[config.mk]
export PLATFORM = sky130hd
export DESIGN_NAME = fu_add_issue_ctrl
export DESIGN_NICKNAME = d
export VERILOG_FILES = /design/src/rtl/fu_add_issue_ctrl.sv
export SDC_FILE = /design/constraint.sdc
export NUM_CORES = 1
export LEC_CHECK = 0
export CAP_MARGIN = 20
export CORE_MARGIN = 1
export CORE_UTILIZATION = 34
export DETAILED_ROUTE_END_ITERATION = 16
export PLACE_DENSITY = 0.78
export SLEW_MARGIN = 20
export SYNTH_ARGS = -nofsm -noshare
export SYNTH_HDL_FRONTEND = slang
export SYNTH_SLANG_ARGS = --single-unit
[constraint.sdc]
create_clock -name clk -period 1.28 [get_ports clk]
set_input_delay 0.192 -clock clk [delete_from_list [all_inputs] [get_ports clk]]
set_output_delay 0.192 -clock clk [all_outputs]
set_load 0.01 [all_outputs]
[src/rtl/fu_add_issue_ctrl.sv]
// rtl/fu_add_issue_ctrl.sv - adder-FU initiator: request in, FU operands/on_off out, ack-gated result capture, response out
// Optional build macro: FU_TIMEOUT_EN (adds a WAIT watchdog that aborts with resp_err=1 after TIMEOUT_CYCLES)

module fu_add_issue_ctrl #(
    parameter int WIDTH          = 16,
    parameter int TIMEOUT_CYCLES = 15
) (
    input  logic             clk,
    input  logic             reset,
    input  logic             req_valid,
    output logic             req_ready,
    input  logic [WIDTH-1:0] req_a,
    input  logic [WIDTH-1:0] req_b,
    output logic             resp_valid,
    input  logic             resp_ready,
    output logic [WIDTH-1:0] resp_c,
    output logic             resp_carry,
    output logic             resp_err,
    output logic             busy,
    output logic [WIDTH-1:0] fu_a,
    output logic [WIDTH-1:0] fu_b,
    output logic             fu_on_off,
    input  logic [WIDTH-1:0] fu_c,
    input  logic             fu_carry_out,
    input  logic             fu_ack
);

    typedef enum logic [1:0] {
        S_IDLE = 2'd0,
        S_WAIT = 2'd1,
        S_RESP = 2'd2
    } state_t;

    state_t state;
    state_t state_nxt;

    logic accept;       // request taken this edge
    logic capture;      // FU result taken this edge
    logic timeout_hit;  // watchdog abort this edge
    logic resp_done;    // response handshake completes this edge

`ifdef FU_TIMEOUT_EN
    localparam int CW = $clog2(TIMEOUT_CYCLES + 1);

    logic [CW-1:0] wait_cnt;

    // The edge that would close the TIMEOUT_CYCLES-th ack-less WAIT cycle aborts; an ack on that edge wins.
    assign timeout_hit = (state == S_WAIT) && !fu_ack && (wait_cnt == CW'(TIMEOUT_CYCLES - 1));

    // Count WAIT cycles without ack; cleared when a request is accepted.
    always_ff @(posedge clk) begin
        if (reset || accept) begin
            wait_cnt <= '0;
        end else if ((state == S_WAIT) && !fu_ack && !timeout_hit) begin
            wait_cnt <= wait_cnt + 1'b1;
        end
    end
`else
    // Without the watchdog WAIT only ends on an ack.
    assign timeout_hit = (TIMEOUT_CYCLES < 0);
`endif

    // State register.
    always_ff @(posedge clk) begin
        if (reset) begin
            state <= S_IDLE;
        end else begin
            state <= state_nxt;
        end
    end

    // Next-state and handshake decode; the response only retires once the FU has dropped its ack.
    always_comb begin
        state_nxt = state;
        req_ready = 1'b0;
        accept    = 1'b0;
        capture   = 1'b0;
        resp_done = 1'b0;
        case (state)
            S_IDLE: begin
                req_ready = 1'b1;
                if (req_valid) begin
                    accept    = 1'b1;
                    state_nxt = S_WAIT;
                end
            end
            S_WAIT: begin
                if (fu_ack) begin
                    capture   = 1'b1;
                    state_nxt = S_RESP;
                end else if (timeout_hit) begin
                    state_nxt = S_RESP;
                end
            end
            S_RESP: begin
                if (resp_ready && !fu_ack) begin
                    resp_done = 1'b1;
                    state_nxt = S_IDLE;
                end
            end
            default: begin
                state_nxt = S_IDLE;
            end
        endcase
    end

    assign busy = (state != S_IDLE);

    // Registered FU drive and response holding registers.
    always_ff @(posedge clk) begin
        if (reset) begin
            fu_a       <= '0;
            fu_b       <= '0;
            fu_on_off  <= 1'b0;
            resp_c     <= '0;
            resp_carry <= 1'b0;
            resp_valid <= 1'b0;
            resp_err   <= 1'b0;
        end else begin
            if (accept) begin
                fu_a      <= req_a;
                fu_b      <= req_b;
                fu_on_off <= 1'b1;
            end
            if (capture) begin
                resp_c     <= fu_c;
                resp_carry <= fu_carry_out;
                resp_valid <= 1'b1;
                resp_err   <= 1'b0;
                fu_on_off  <= 1'b0;
            end else if (timeout_hit) begin
                resp_c     <= '0;
                resp_carry <= 1'b0;
                resp_valid <= 1'b1;
                resp_err   <= 1'b1;
                fu_on_off  <= 1'b0;
            end
            if (resp_done) begin
                resp_valid <= 1'b0;
                resp_err   <= 1'b0;
            end
        end
    end

endmodule

== Yosys cells after proc, flatten, opt, wreduce, memory -nomap -nowiden ==
Index checks and enable logic that the tools add are counted.

* Equality and inequality tests: 5
* Mux-type cells: 11
* Reductions and logical operators: 7

{| class="wikitable"
|+ Operators by type and width
! kind !! count
|-
| $mux W1 || 7
|-
| $mux W2 || 3
|-
| $ne A2 B2 Y1 const B || 3
|-
| $pmux W2 S3 || 1
|-
| $reduce_or A2 Y1 || 2
|-
| $reduce_and A3 Y1 || 1
|-
| $eq A2 B1 Y1 const B || 1
|-
| $eq A2 B2 Y1 const B || 1
|-
| $logic_not A2 Y1 || 1
|-
| $reduce_bool A2 Y1 || 1
|-
| $logic_and A1 B1 Y1 || 1
|-
| $logic_not A1 Y1 || 1
|}

* Bits in registers: 53
* Input bits: 54
* Output and inout bits: 54
* Logic and storage cells: 30

== Logic depth before layout (Yosys ltp) ==
Gate-level depths: netlist (run 1).

* Depth after elaboration: 5
* Mapped depth: 6
* Mapped depth without buffers: 3

== Worst setup path after synthesis (run 1) ==
Ideal clock, no wire load.

* Path kind: reg2reg
* Start point: reg state[1]
* End point: reg fu_a[0]
* Arrival: 1148 ps
* Setup slack: 0 ps
* Cell stages (with the launch flop): 7
* Path buffers: 3
* Clock period less this slack: 1280 ps
* Cells stage by stage: dfxtp_1 -> buf_6 -> or3b_1 -> buf_2 -> buf_6 -> nand2_1 -> a21oi_1

* Longest elaborated chain between the ends: 2

{| class="wikitable"
|+ Ends and longest elaborated chain
! what !! line !! source
|-
| start: declaration || 34 || <nowiki>state_t state;</nowiki>
|-
| start signal: assignment || 68 || <nowiki>state <= state_nxt;</nowiki>
|-
| $logic_not A2 Y1 || 79 || <nowiki>case (state)</nowiki>
|-
| $mux W1 || 79 ||
|-
| end signal: assignment || 121 || <nowiki>fu_a <= req_a;</nowiki>
|-
| end: declaration || 20 || <nowiki>output logic [WIDTH-1:0] fu_a,</nowiki>
|}

No other way between the ends.
A chain may end at the register's enable or synchronous reset.

== Final worst setup path (run 1) ==
* Start point: reg state[1]
* End point: reg fu_a[3]

The elaborated chain is that of the path after synthesis.

==> out/summary.txt, run 1 <==
CP arrival - 1.49 ns
FMAX - 767 MHz
DR DRC count - 0
ANT nets after route - 0
WS Path Type - register to register
post-synthesis xor/xnor area fraction - 0
CP Data Required Time - 1.47 ns
Die Wd - 77.2 µm
die area - 5960 µm²
asr flop ratio synth - 0
row cnt - 27
Sum Neg Setup Slack - -0.127 ns
pwr/cell area - 1050 nW/µm²
number of library cell types mapped by synthesis - 21
CTS Buf Count - 5
reg-to-reg critical path startpoint - state[1]
clk buf depth - 2
Largest stage delay, worst path - 0.41 ns
initial drt markers - 28
multiplexer share of the synthesized area - 0.00521
Hold Startpoint - reset
CP startpoint kind - register
WHS - 0.254 ns
Remaining Overflow, GRT - 0
GPL Wtd Cong - 0.705
hold path cells - 2
slowest CP cell - or3b_4
Reg-to-Reg End - fu_a[3]
final worst path period need - 1.30 ns
Ports - 108
Worst Skew - 0.00513 ns
status - finished, violations left
Post-Syn Area - 1920 µm²
Post-synth EDFFs - 0
port buffer count - 106
Hold Path End - resp_carry
drt total wl - 4.75 mm
failing checks - negative setup slack
commonest cells in the netlist - nand2_1 (98), dfxtp_1 (53), a21oi_1 (52)
WL/cell - 11.4 µm
fraction of layout cells with a size suffix above 1 - 0.0727
Buf/Inv on CP - 2
Finished Layout Cells - 416
delay-heaviest family, CP - simple AND/OR/NAND/NOR gates
final setup vio count - 18
Final Hold Vio Count - 0
Yosys Warn Count - 0
post-synthesis adder-cell area fraction - 0
CTS tree - yes
worst setup margin - -0.0233 ns
H-tree levels - 2
Cells after DPL - 410
post-synthesis simple-gate area fraction - 0.227
worst min path class - primary input to register
Seq/Total Area, Yosys - 0.552
RSZ-0062 raised after global routing - yes
TritonRoute pass-1 iters - 4
antenna violations before repair - 0
initial core utilization - 0.351
syn avg cell area - 8.04 µm²
peak supply drop - 0.523 mV
Pleak - 1.38 nW
GRT Total Usage - 0.166
vias per cell - 4.60
Compound-Gate Fraction of Synth Area - 0.148
Clock transition at path regs - 0.09 ns
Crit. End Element - register
Max FO, Critical Path - 32
CTS root buffer - clkbuf_8
later-pin clock latency in the skew report - 0.30 ns
first-pass GRT wire length - 7.98 mm
ant diodes - 0
Post-synth top flop - dfxtp_1
post-synthesis cell count - 239
Placeable Area - 5470 µm²
Max Cap Viol - 0
pre-CTS setup slack - -0.286 ns
share of the synthesized area in the top cell type - 0.552
syn nets - 293
Max Slew Vio Count - 0
clock sinks - 53
R2R Setup Slk - -0.02 ns
Period Utilization, post-route - 1.02
vias in the first global route - 1851
total number of vias - 1913
Post-CTS Setup Bufs - 0
largest family of logic cells by synthesized area - simple AND/OR/NAND/NOR gates
Critical Path, Cell by Cell - buf_6 -> or3b_4 -> buf_12 -> nand2_1 -> a21oi_1
pin count of the biggest net entering global routing - 33
P&R area growth vs syn - 62.0%
DP HPWL - 3.48 mm
Die Y - 77.2 µm
R2R depth - 5
top-count cell post-synth - nand2_1
leading area contributor after synthesis - dfxtp_1
largest cells by area after synthesis - dfxtp_1 (55%), nand2_1 (19%), a21oi_1 (14%), buf_6 (2.3%), buf_2 (1.8%)
Final Net Count - 399
synthesis-stage register bit count - 53
==> metal layers <==
metal  global-route usage  up-vias  share of wire
li1                     -      975              -
met3               0.0607        5          0.079
met1                0.180      867           0.41
met5                    0        -              0
met2                0.303       66           0.51
met4               0.0396        0         0.0084
==> stage by stage <==
step	power [mW]	instance area (µm²)	util
2_1_floorplan	2.11	1920	-
3_3_place_gp	2.53	3100	0.566
3_5_place_dp	2.54	3100	0.566
4_1_cts	3.33	3110	0.568
5_1_grt	3.47	3110	0.569
6_report	3.28	3110	0.569
==> flip-flops by register name, summed over array words and instances (netlist names) <==
name        flops
fu_a           16
fu_on_off       1
fu_b           16
resp_valid      1
state           2
resp_c         16
resp_carry      1
==> worst max-delay path by stage <==
stage,from,end,slack (ns),cells after the start
final,state[1],fu_a[3],-0.02,5
after global routing,state[1],fu_a[3],-0.09,5
after floorplan,state[1],fu_a[0],0.0002,6
after global placement,req_valid,fu_b[6],-0.22,5
after detailed placement,req_valid,fu_a[3],-0.29,5
after CTS,state[1],fu_a[3],-0.03,5
==> cell type report <==
| cell class | count | area (µm²) |
|---|---|---|
| clock buffers | 5 | 68.8 |
| clock inverters | 1 | 5.00 |
| fillers | 518 | 2360 |
| inverters | 2 | 7.51 |
| multi-input cells | 165 | 744 |
| flip-flops and latches | 53 | 1060 |
| well taps | 72 | 90.1 |
| repair buffers | 118 | 1140 |
==> logic make-up after synthesis <==
family | Yosys count
flip-flops | 53
multiplexers | 1
AO/OA/AOI/OAI | 56
other | 1
buffers and inverters | 21
AND/OR/NAND/NOR | 107
==> placed cells by master (no fill, tap or decap) <==
cell	count
nand2_1	98
mux2i_1	1
buf_2	2
clkdlybuf4s50_1	52
clkinv_2	1
nor3b_4	1
conb_1	1
buf_4	6
nor3_1	1
nor2b_1	1
nand2b_1	1
inv_1	2
dfxtp_2	1
buf_12	4
o21ai_0	2
buf_6	3
and3b_1	1
or2_2	1
or3b_4	1
a211oi_1	1
a21oi_1	52
dfxtp_1	52
o21bai_1	1
dlygate4sd2_1	51
clkbuf_8	5
nand3b_1	2
==> repair_timing <==
action / in CTS / in global routing
hold buffers: 0 / 0
resized for setup: 62 / 2
setup endpoints to repair: 85 / 34
cloned: 0 / 0
==> where the power goes <==
| group | internal (mW) | total (mW) | leakage, nW | switching, mW |
|---|---|---|---|---|
| Combinational | 0.361 | 0.646 | 0.907 | 0.285 |
| Sequential | 1.74 | 1.79 | 0.434 | 0.0430 |
| Clock | 0.361 | 0.853 | 0.0399 | 0.492 |
| Total | 2.46 | 3.28 | 1.38 | 0.820 |
Power figures use the tool's default switching activity.
==> inputs of run 2 (changes only) <==
--- a/config.mk
+++ b/config.mk
@@ -6,10 +6,12 @@
 export NUM_CORES = 1
 export LEC_CHECK = 0
 export CAP_MARGIN = 20
+export CELL_PAD_IN_SITES_DETAIL_PLACEMENT = 0
+export CELL_PAD_IN_SITES_GLOBAL_PLACEMENT = 1
 export CORE_MARGIN = 1
-export CORE_UTILIZATION = 34
+export CORE_UTILIZATION = 23
 export DETAILED_ROUTE_END_ITERATION = 16
-export PLACE_DENSITY = 0.78
+export PLACE_DENSITY = 0.77
 export SLEW_MARGIN = 20
 export SYNTH_ARGS = -nofsm -noshare
 export SYNTH_HDL_FRONTEND = slang
==> run 2 against run 1 <==
Against the previous run: the flow still finishes with violations (negative setup slack); count of clock-buffer cells in the layout rose by 2; first-iteration DRC count rose by 86%; via count rose by 0.42%; routed wire length rose by 26%; largest power group unchanged.
==> out/summary.txt, run 2 (synthesized netlist as in run 1, its figures left out) <==
R2R Setup Slk - -0.08 ns (-0.06 ns)
Placeable Area - 7890 µm² (+44%)
ant diodes - 0 (unchanged)
Reg-to-Reg End - fu_b[10]
vias in the first global route - 1786 (-3.5%)
FMAX - 736 MHz (-4.1%)
most frequent cells in the layout - nand2_1 (79), clkdlybuf4s50_1 (52), dfxtp_1 (51), dlygate4sd2_1 (51), a21oi_1 (49)
CTS root buffer - clkbuf_8
most common cell after layout, fill and taps aside - nand2_1
GPL Wtd Cong - 0.691 (-2.0%)
Hold Path End - fu_b[10]
failing checks - negative setup slack
peak supply drop - 0.464 mV (-11%)
pin count of the biggest net entering global routing - 54 (+64%)
Register Area - 1060 µm² (+0.12%)
delay-heaviest family, CP - simple AND/OR/NAND/NOR gates
final worst path period need - 1.36 ns (+0.0552 ns)
worst min path class - primary input to register
hold path cells - 3 (+1)
Die Y - 93.4 µm (+21%)
status - finished, violations left
Hold Startpoint - reset
Remaining Overflow, GRT - 0 (unchanged)
placed cell area - 3110 µm² (+0.48%)
DP HPWL - 3.58 mm (+2.7%)
drt total wl - 5.96 mm (+26%)
CTS Buf Count - 5 (unchanged)
ANT nets after route - 0 (unchanged)
CP Data Required Time - 1.47 ns (about the same)
initial drt markers - 52 (+86%)
CTS tree - yes
Ports - 108 (unchanged)
Buf/Inv on CP - 2 (unchanged)
pwr/cell area - 1060 nW/µm² (+0.72%)
Final Hold Vio Count - 0 (unchanged)
WS Path Type - register to register
CP startpoint kind - register
clk buf depth - 2 (unchanged)
combined area of the multi-input logic cells - 823 µm² (+11%)
Clock transition at path regs - 0.09 ns (about the same)
GRT Total Usage - 0.118 (-0.0476)
Final Net Count - 405 (+1.5%)
reg-to-reg critical path startpoint - state[0]
RSZ-0062 raised after global routing - yes
Max FO, Critical Path - 8 (-75%)
Max Slew Vio Count - 0 (unchanged)
Period Utilization, post-route - 1.06 (+0.0431)
Pleak - 1.50 nW (+8.6%)
first-pass GRT wire length - 8.25 mm (+3.4%)
R2R depth - 5 (unchanged)
final setup vio count - 33 (+15)
Crit. End Element - register
worst setup margin - -0.0786 ns (-0.0552 ns)
later-pin clock latency in the skew report - 0.30 ns (about the same)
antenna violations before repair - 0 (unchanged)
H-tree levels - 2 (unchanged)
vias per cell - 4.23 (-8.0%)
Fillers - 826 (+59%)
die area - 8730 µm² (+46%)
total number of vias - 1921 (+0.42%)
CP arrival - 1.55 ns (+0.06 ns)
DR DRC count - 0 (unchanged)
Largest regs - fu_a x16, fu_b x16, resp_c x16
fin area - 3400 µm² (+9.1%)
Critical Path, Cell by Cell - buf_6 -> or3b_4 -> clkbuf_16 -> nand2_2 -> a21oi_2
clock sinks - 53 (unchanged)
fraction of layout cells with a size suffix above 1 - 0.159 (+0.0864)
port buffer count - 106 (unchanged)
Largest stage delay, worst path - 0.46 ns (+0.05 ns)
row cnt - 32 (+19%)
Max Cap Viol - 0 (unchanged)
Worst Skew - 0.00751 ns (+0.00238 ns)
pre-CTS setup slack - -0.238 ns (+0.0482 ns)
Die Wd - 93.4 µm (+21%)
P&R area growth vs syn - 76.8%
TritonRoute pass-1 iters - 4 (unchanged)
initial core utilization - 0.244 (-0.108)
slowest CP cell - or3b_4
WL/cell - 13.1 µm (+15%)
==> run 2: worst reg2reg max path: stages (launching register included) <==
cell and delay [ns]:
dfxtp_2 0.33, buf_6 0.13, or3b_4 0.46, clkbuf_16 0.20
nand2_2 0.08, a21oi_2 0.05
==> run 2: report_power, final <==
part,switching (mW),internal [mW],total (mW),leakage (nW)
Sequential,0.0522,1.74,1.80,0.434
Clock,0.538,0.490,1.03,0.0542
Combinational,0.344,0.442,0.786,1.01
==> run 2: how the worst max path moves through the flow <==
stage                          from         to  slack, ns  depth (start not counted)
final                      state[0]   fu_b[10]      -0.08                          5
after detailed placement  req_valid   fu_b[11]      -0.24                          5
after global placement    req_valid    fu_a[4]      -0.22                          5
after floorplan            state[1]    fu_a[0]     0.0002                          6
after CTS                  state[1]  req_ready      -0.12                          3
after global routing       state[0]    fu_a[7]      -0.12                          5
==> run 2: per-stage QoR <==
stage	power, mW	std cells	hold slack (ns)	util	TNS [ns]
after floorplan	2.11	239	0.328	-	0
after global placement	2.53	437	0.442	0.395	-8.61
after detailed placement	2.54	437	0.446	0.395	-9.04
after CTS	3.53	445	0.337	0.399	-1.19
after global routing	3.83	454	0.342	0.431	-3.02
final	3.61	454	0.339	0.431	-1.67
==> run 2: what timing repair did <==
| item | CTS | global route |
|---|---|---|
| hold buffers | 0 | 0 |
| buffers inserted | 0 | 3 |
| hold endpoints to repair | 0 | 0 |
| setup endpoints to repair | 85 | 34 |
| pin swaps | 0 | 10 |
| gates cloned | 0 | 6 |
| resized for setup | 59 | 33 |
==> run 2: routing by layer <==
layer | part of all wire | vias to the layer above | GRT usage | routed length, µm
li1 | - | 987 | - | -
met1 | 0.43 | 874 | 0.138 | 2570
met2 | 0.50 | 56 | 0.208 | 2970
met3 | 0.065 | 4 | 0.0407 | 390
met4 | 0.0052 | 0 | 0.0269 | 31
met5 | 0 | - | 0 | 0
==> run 2: area by class of cell <==
class,instances,area share
inverters,2,0.00221
flip-flops and latches,53,0.313
multi-input cells,165,0.242
clock inverters,1,0.00147
repair buffers,124,0.375
well taps,102,0.0376
clock buffers,7,0.0284
==> inputs of run 3 (changes only) <==
--- a/config.mk
+++ b/config.mk
@@ -9,9 +9,9 @@
 export CELL_PAD_IN_SITES_DETAIL_PLACEMENT = 0
 export CELL_PAD_IN_SITES_GLOBAL_PLACEMENT = 1
 export CORE_MARGIN = 1
-export CORE_UTILIZATION = 23
+export CORE_UTILIZATION = 28
 export DETAILED_ROUTE_END_ITERATION = 16
-export PLACE_DENSITY = 0.77
+export PLACE_DENSITY = 0.87
 export SLEW_MARGIN = 20
 export SYNTH_ARGS = -nofsm -noshare
 export SYNTH_HDL_FRONTEND = slang
==> constraint.sdc (replaced) <==
create_clock -name clk -period 1.7 [get_ports clk]
set_input_delay 0.255 -clock clk [delete_from_list [all_inputs] [get_ports clk]]
set_output_delay 0.255 -clock clk [all_outputs]
set_load 0.01 [all_outputs]
==> run 3 against run 2 <==
Against the previous run: the flow finishes with violations (design-rule violations); clock skew hardly changed; largest cell class unchanged; sequential power is 25% lower; critical path type is now register to output port; die area is 17% lower; worst hold slack better by 0.060 ns; sequential cell count stayed put; sequential share of layout area is 2.0 points higher; utilization is 6.0 points higher.
==> out/summary.txt, run 3 (synthesized netlist as in run 1, its figures left out) <==
Flop pwr share - 0.494 (-0.004)
Clock transition at path regs - 0.09 ns (about the same)
total number of vias - 1886 (-1.8%)
initial core utilization - 0.296 (+0.0522)
met1 wire length - 2.04 mm (-21%)
antenna violations before repair - 0 (unchanged)
total power - 2.73 mW (-24%)
CP arrival - 1.23 ns (-0.32 ns)
GRT Total Usage - 0.143 (+0.0247)
Crit. End Element - output port
cts hold-fix bufs - 0 (unchanged)
die area - 7200 µm² (-17%)
peak supply drop - 0.541 mV (+17%)
CP startpoint kind - register
Die Wd - 84.8 µm (-9.2%)
ANT nets after route - 0 (unchanged)
most frequent cells in the layout - clkdlybuf4s50_1 (103), nand2_1 (98), dfxtp_1 (53)
row cnt - 29 (-9.4%)
RSZ-0062 raised after global routing - no
P_int - 2.10 mW (-22%)
Largest regs - fu_a x16, fu_b x16, resp_c x16
worst min path class - primary input to register
pin count of the biggest net entering global routing - 33 (-39%)
WL/cell - 11.7 µm (-11%)
Final Hold Vio Count - 0 (unchanged)
vias in the first global route - 1948 (+9.1%)
met3 WL post-DR - 439 µm (+13%)
metal2 WL - 2.38 mm (-20%)
status - finished, violations left
Final Net Count - 396 (-2.2%)
initial drt markers - 38 (-27%)
WS Path Type - register to output port
Die Y - 84.8 µm (-9.2%)
final worst path period need - 1.49 ns
placed cell area - 3070 µm² (-1.4%)
vias per cell - 4.49 (+6.1%)
CTS root buffer - clkbuf_8
clock sinks - 53 (unchanged)
Placeable Area - 6490 µm² (-18%)
H-tree levels - 2 (unchanged)
port buffer count - 106 (unchanged)
fin area - 3190 µm² (-6.3%)
clk buf depth - 2 (unchanged)
fraction of layout cells with a size suffix above 1 - 0.0554 (-0.104)
pwr/cell area - 856 nW/µm² (-19%)
Remaining Overflow, GRT - 0 (unchanged)
Post-CTS Setup Bufs - 0 (unchanged)
Max Slew Vio Count - 0 (unchanged)
Max FO, Critical Path - 2 (-6)
Period Utilization, post-route - 0.874
uppermost layer routed - met4
drt total wl - 4.90 mm (-18%)
clock power share - 0.316 (+0.031)
ant diodes - 0 (unchanged)
switching part of the total - 0.231 (-0.0279)
first-pass GRT wire length - 8.45 mm (+2.4%)
DR DRC count - 8 (+8)
Ports - 108 (unchanged)
GPL Wtd Cong - 0.688 (-0.49%)
P_sw - 0.629 mW (-33%)
Pleak - 1.18 nW (-21%)
later-pin clock latency in the skew report - 0.29 ns (about the same)
CTS tree - yes
Sum Neg Setup Slack - 0 ns (+1.67 ns)
FMAX - 673 MHz
CP Data Required Time - 1.44 ns (-0.03 ns)
TritonRoute pass-1 iters - 11 (+7)
most common cell after layout, fill and taps aside - clkdlybuf4s50_1
failing checks - design-rule violations
CTS Buf Count - 5 (unchanged)
DP HPWL - 3.50 mm (-2.0%)
Max Cap Viol - 0 (unchanged)
combinational power share - 0.190 (-0.028)
final setup vio count - 0 (-100%)
Worst Skew - 0.00720 ns (-0.000309 ns)
P&R area growth vs syn - 65.8%
==> run 3: worst max-delay path: stages, from the launching register on <==
cell and delay, ns:
dfxtp_1 0.32, or2_2 0.30, inv_1 0.05, dlygate4sd2_1 0.26
==> run 3: metal layers <==
layer / vias to the layer above / GRT usage
li1: 968 / -
met1: 851 / 0.163
met2: 62 / 0.257
met3: 5 / 0.0535
met4: 0 / 0.0277
met5: - / 0
==> run 3: area by class of cell <==
class	count	area, µm²
Fill cell	653	3310
Timing Repair Buffer	115	1160
Sequential cell	53	1060
Multi-Input combinational cell	165	742
Tap cell	77	96.3
Clock buffer	7	86.3
Clock inverter	1	30.0
Inverter	2	7.51
==> run 3: what timing repair did <==
item | 4_1_cts | 5_1_grt
cloned | 0 | 0
gates resized for setup | 1 | 1
setup endpoints to repair | 1 | 1
==> run 3: path summary, 6_finish.rpt <==
| kind | from | endpoint | depth (start not counted) | slack, ns |
|---|---|---|---|---|
| worst max-delay path | state[1] | req_ready | 3 | 0.21 |
| worst max register to register | state[1] | fu_a[11] | 5 | 0.34 |
| worst min-delay path | reset | fu_a[12] | 2 | 0.40 |
| worst min register to register | resp_c[2] | resp_c[2] | 2 | 0.45 |
==> run 3: per-stage QoR <==
stage,hold WS [ns],setup slack [ns],util,cells
4_1_cts,0.391,0.0184,0.490,420
3_3_place_gp,0.441,0.126,0.472,412
5_1_grt,0.400,0.140,0.490,420
2_1_floorplan,0.391,0.420,-,239
3_5_place_dp,0.446,0.108,0.472,412
6_report,0.400,0.214,0.490,420
==> run 3: power by group through the flow <==
stage	clock (mW)	combinational, mW	sequential [mW]
after floorplan	0	0.182	1.41
after global placement	0	0.522	1.37
after detailed placement	0	0.527	1.38
after CTS	0.903	0.527	1.35
after global routing	0.954	0.566	1.36
final	0.861	0.518	1.35
